$ cat config.mk
export PLATFORM = sky130hd
export DESIGN_NAME = dk3_audio_out
export DESIGN_NICKNAME = d
export VERILOG_FILES = /design/src/rtl/dk3_audio_out.sv
export SDC_FILE = /design/constraint.sdc
export NUM_CORES = 1
export LEC_CHECK = 0
export BUFFER_PORTS_ARGS = -buffer_cell sky130_fd_sc_hd__buf_2
export CORE_MARGIN = 2
export CORE_UTILIZATION = 45
export CTS_CLUSTER_DIAMETER = 60
export DETAILED_ROUTE_END_ITERATION = 10
export PLACE_DENSITY = 0.6
export SETUP_SLACK_MARGIN = 0.05
export SLEW_MARGIN = 20
export SYNTH_ARGS = -nofsm -noshare
export SYNTH_HDL_FRONTEND = slang
export SYNTH_SLANG_ARGS = --single-unit
export TNS_END_PERCENT = 1
$ cat constraint.sdc
create_clock -name clk_sys -period 6 [get_ports clk_sys]
set_input_delay 0.6 -clock clk_sys [delete_from_list [all_inputs] [get_ports clk_sys]]
set_output_delay 0.6 -clock clk_sys [all_outputs]
set_load 0.01 [all_outputs]
$ cat src/rtl/dk3_audio_out.sv
// Audio output conditioning: post-reset silence, linear gain fade in/out,
// leaky-average DC removal and signed 16-bit saturation.
module dk3_audio_out #(
  parameter int unsigned MUTE_CYCLES = 2097151,
  parameter int unsigned DC_SHIFT    = 10
) (
  input  logic               clk_sys,
  input  logic               reset,
  input  logic               ce_sample,
  input  logic signed [15:0] sample_in,
  input  logic               mute_req,
  output logic signed [15:0] audio_out,
  output logic               audio_valid,
  output logic               muted
);

  typedef enum logic [2:0] {
    S_MUTE,
    S_RAMP_UP,
    S_RUN,
    S_RAMP_DOWN,
    S_HOLD
  } state_t;

  localparam logic [8:0] GAIN_MAX = 9'd256;

  state_t             state_q, state_d;
  logic        [31:0] cnt_q, cnt_d;
  logic        [8:0]  gain_q, gain_d;
  logic signed [31:0] acc_q, acc_d;
  logic signed [16:0] diff_q, diff_d;
  logic        [8:0]  gs_q;
  logic               v1_q;
  logic signed [15:0] out_q, out_d;
  logic               valid_q;
  logic signed [25:0] prod;
  logic signed [25:0] shifted;

  // A direction change of mute_req only retargets the ramp on that edge;
  // the gain continues from its current value on the following strobe.
  always_comb begin
    state_d = state_q;
    cnt_d   = cnt_q;
    gain_d  = gain_q;
    case (state_q)
      S_MUTE: begin
        gain_d = '0;
        if (cnt_q <= 32'd1) begin
          cnt_d   = '0;
          state_d = mute_req ? S_HOLD : S_RAMP_UP;
        end else begin
          cnt_d = cnt_q - 32'd1;
        end
      end
      S_RAMP_UP: begin
        if (mute_req) begin
          state_d = S_RAMP_DOWN;
        end else if (ce_sample) begin
          if (gain_q >= GAIN_MAX - 9'd1) begin
            gain_d  = GAIN_MAX;
            state_d = S_RUN;
          end else begin
            gain_d = gain_q + 9'd1;
          end
        end
      end
      S_RUN: begin
        gain_d = GAIN_MAX;
        if (mute_req) state_d = S_RAMP_DOWN;
      end
      S_RAMP_DOWN: begin
        if (!mute_req) begin
          state_d = S_RAMP_UP;
        end else if (ce_sample) begin
          if (gain_q <= 9'd1) begin
            gain_d  = '0;
            state_d = S_HOLD;
          end else begin
            gain_d = gain_q - 9'd1;
          end
        end
      end
      S_HOLD: begin
        gain_d = '0;
        if (!mute_req) state_d = S_RAMP_UP;
      end
      default: begin
        state_d = S_MUTE;
        gain_d  = '0;
      end
    endcase
  end

  always_comb begin
    diff_d  = 17'(32'(sample_in) - (acc_q >>> DC_SHIFT));
    acc_d   = acc_q + 32'(diff_d);
    prod    = 26'(diff_q) * $signed(26'(gs_q));
    shifted = prod >>> 8;
    if (shifted > 26'sd32767) begin
      out_d = 16'sh7fff;
    end else if (shifted < -26'sd32768) begin
      out_d = 16'sh8000;
    end else begin
      out_d = shifted[15:0];
    end
  end

  always_ff @(posedge clk_sys) begin
    if (reset) begin
      state_q <= S_MUTE;
      cnt_q   <= 32'(MUTE_CYCLES);
      gain_q  <= '0;
      acc_q   <= '0;
      diff_q  <= '0;
      gs_q    <= '0;
      v1_q    <= 1'b0;
      out_q   <= '0;
      valid_q <= 1'b0;
    end else begin
      state_q <= state_d;
      cnt_q   <= cnt_d;
      gain_q  <= gain_d;
      if (ce_sample) begin
        acc_q  <= acc_d;
        diff_q <= diff_d;
        gs_q   <= gain_q;
      end
      v1_q    <= ce_sample;
      valid_q <= v1_q;
      if (v1_q) out_q <= out_d;
    end
  end

  assign audio_out   = out_q;
  assign audio_valid = valid_q;
  assign muted       = (gain_q == '0);

endmodule

==> out/summary.txt <==
Mux contribution to synthesized area -> 0.0295
Mean Syn Cell Area -> 8.28 um2
Fmax -> 175 MHz
Post-synth cell types -> 78
First-pass GRT wire length -> 49.3 mm
Finished Core Util -> 0.513
Cell count after synthesis -> 1490
Worst EP arrival -> 6010 ps
CP Class -> reg2reg
Slowest cell on the critical path -> or4_4
Main synth FF type -> dfxtp_1
Final worst-path cycle share -> 0.954
EDFF count, synth -> 0
Rel. slew slack -> 0.377
NumNets Final -> 1787
Outcome -> finished, final reports clean
Ys Warns -> 0
Critical path required time -> 6290 ps
Final setup viols -> 0
Finished Cell Area -> 13800 um2
I/O Buffers -> 37
Final Hold Vio Count -> 0
Initial antenna violation count -> 0
Initial Util -> 0.458
Worst setup EP type -> flip-flop
Sequential area share after synthesis -> 0.187
Post-synth ARST share -> 0
Clk_skew -> 15.8 ps
Drt first pass iters -> 5
Initial DRC count -> 707
Area of placed instances -> 13100 um2
DRC viols -> 0
CTS tree -> done
DIE AREA -> 28800 um2
Routed wire length -> 28.8 mm
Compound-gate portion of the synthesized area -> 0.143
P&R area growth vs syn -> 12.1%
Worst VDD drop -> 0.000255 V
Share of cells above drive strength 1 -> 0.112
CP startpoint kind -> flip-flop
Slowest stage delay, CP -> 570 ps
CP Max Fanout -> 9
Detailed placement HPWL -> 22.2 mm
Fraction of the mapped netlist area in simple logic gates -> 0.201
Number of buffers created by CTS -> 17
Post-DRT Antenna Nets -> 0
Slew @ Worst Pin -> 920 ps
Die Wd -> 170 um
Largest family of logic cells by synthesized area -> adder cells
Max Slew Vio Count -> 0
Fin crit period -> 5720 ps
Area of the core -> 27000 um2
Clock Latency Late Sink -> 420 ps
Ant. Diodes -> 0
Syn Nets -> 1740
Number of global-route vias before repair -> 10100
GR Util All Layers -> 0.209
Largest net degree at the start of global routing -> 77
Fillers -> 2579
Die Ht -> 170 um
FP Rows -> 60
Wirelength per Cell -> 15.2 um
XOR/XNOR Fraction of Synth Area -> 0.0475
CP cell instances -> nand2_1 > fa_1 > inv_1 > fa_1 > fa_1 > fa_1 > inv_1 > fa_1 > inv_1 > ha_1 > buf_4 > nand4_1 > or4_4 > a21oi_4 > nor4_4 > or3_4 > o311ai_2 > and2_4 > buf_6 > a211oi_1
Final RePlAce weighted congestion -> 0.876
H-tree depth -> 4
Post-route setup TNS -> 0 ps
Adder-cell share of the synthesized area -> 0.310
Total number of vias -> 10100
CTS clk-pin slew, worst paths -> 60 ps
Leak Pwr -> 6.69 nW
Max_cap viols -> 0
Vias per cell -> 5.36
Clock root buffer -> clkbuf_16
RSZ-0062 raised after global routing -> no
Grt ovf -> 0
Number of synthesized register bits -> 115
HP Class -> reg2reg
Clock buffer depth -> 2
Post-synthesis cell area -> 12300 um2
Pwr Density -> 292 nW/um2
Cell seen most often among critical-path stages -> fa_1
Ports -> 38
CTS sink cnt -> 115
-- power by group --
part           switching [mW]  total [mW]  internal, mW
clock network           0.445       0.997         0.552
registers               0.117        1.00         0.886
logic                    1.15        2.05         0.897
total                    1.71        4.05          2.33
-- layout make-up --
type / count / area [um2] / area share
sequential: 115 / 2330 / 0.168
timing repair buffer: 96 / 667 / 0.0482
inverter: 199 / 747 / 0.0540
clock inverter: 14 / 116 / 0.00841
tap: 341 / 427 / 0.0308
clock buffer: 18 / 439 / 0.0317
multi-input combinational: 1108 / 9110 / 0.658
-- what timing repair did --
action	CTS	global route
resized for setup	10	28
endpoints found under the hold margin	0	0
gates cloned	0	1
buffers inserted	0	3
hold buffers	0	0
pin swaps	0	5
setup endpoints to repair	15	16
-- path summary, 6_finish.rpt --
| kind | startpoint | endpoint | slack, ps | cells past startpoint |
|---|---|---|---|---|
| worst max register to register | gs_q[6]$_SDFFE_PP0P_ | audio_out[13]$_SDFFE_PP0P_ | 280 | 20 |
| worst max-delay path | gs_q[6]$_SDFFE_PP0P_ | audio_out[13]$_SDFFE_PP0P_ | 280 | 20 |
| worst min register to register | cnt_q[7]$_SDFFE_PP1N_ | cnt_q[7]$_SDFFE_PP1N_ | 460 | 2 |
| worst min-delay path | cnt_q[7]$_SDFFE_PP1N_ | cnt_q[7]$_SDFFE_PP1N_ | 460 | 2 |
-- flip-flops by register name, summed over array words and instances, names as in the netlist --
name,cells
cnt_q,32
acc_q,27
diff_q,17
audio_out,16
gain_q,9
gs_q,9
state_q,3
audio_valid,1
v1_q,1
-- worst max-delay path, delay by kind of cell, from the launching register on --
kind / cells / cell delay (ps)
AOI/OAI and AO/OA: 3 / 380
adders and majority gates: 6 / 2910
buffers and inverters: 5 / 410
DFF: 1 / 420
and+or+nand+nor: 6 / 1480
-- through the flow --
stage               std cells  hold WS [ps]  setup slack (ps)  power [mW]
CTS                      1887           459              58.3        4.06
global placement         1855           447             -30.4        3.01
global route             1891           483              31.4        4.39
detailed placement       1855           451              -120        3.03
floorplan                1490           430              75.2        2.55
finish                   1891           456               277        4.05
-- kinds of logic after synthesis --
| kind of cell | after synthesis |
|---|---|
| AOI/OAI and AO/OA | 264 |
| xor gates and xnor gates | 67 |
| adders and majority gates | 230 |
| buffers and inverters | 267 |
| DFF | 115 |
| muxes | 36 |
| and+or+nand+nor | 511 |
-- per-layer routing --
metal | global-route usage | part of all wire | vias up
met5 | 0 | 0 | -
met4 | 0.0431 | 0.0089 | 0
met3 | 0.0308 | 0.032 | 20
met2 | 0.349 | 0.47 | 159
met1 | 0.288 | 0.49 | 4895
li1 | - | - | 5067
-- cell usage after synthesis, drive strengths merged, types with 33 or more instances --
cell type	instances	area (um2)
xnor2	41	359
nand2	181	682
o21ai	59	295
fa	127	2540
and2	70	438
dfxtp	115	2300
a21oi	60	300
inv	199	747
mux2i	33	330
nor3	48	245
nor2	123	469
ha	103	1290
clkbuf	51	191
-- cells in the final DEF (no fill, tap or decap), drive strengths merged, types with 7 or more instances in the layout --
cell type	count
nor4	9
o21ai	59
o21a	10
nor2	123
o211ai	10
a221o	15
or3	12
mux2i	33
xor2	26
and2	70
a21o	17
clkbuf	18
a211oi	26
nand2	181
nand3	21
dfxtp	115
buf	96
ha	103
xnor2	41
a21oi	60
nor3	48
o311ai	7
fa	127
inv	207
and3	8
nor2b	7
No activity file was read; power rests on OpenSTA's default activity.
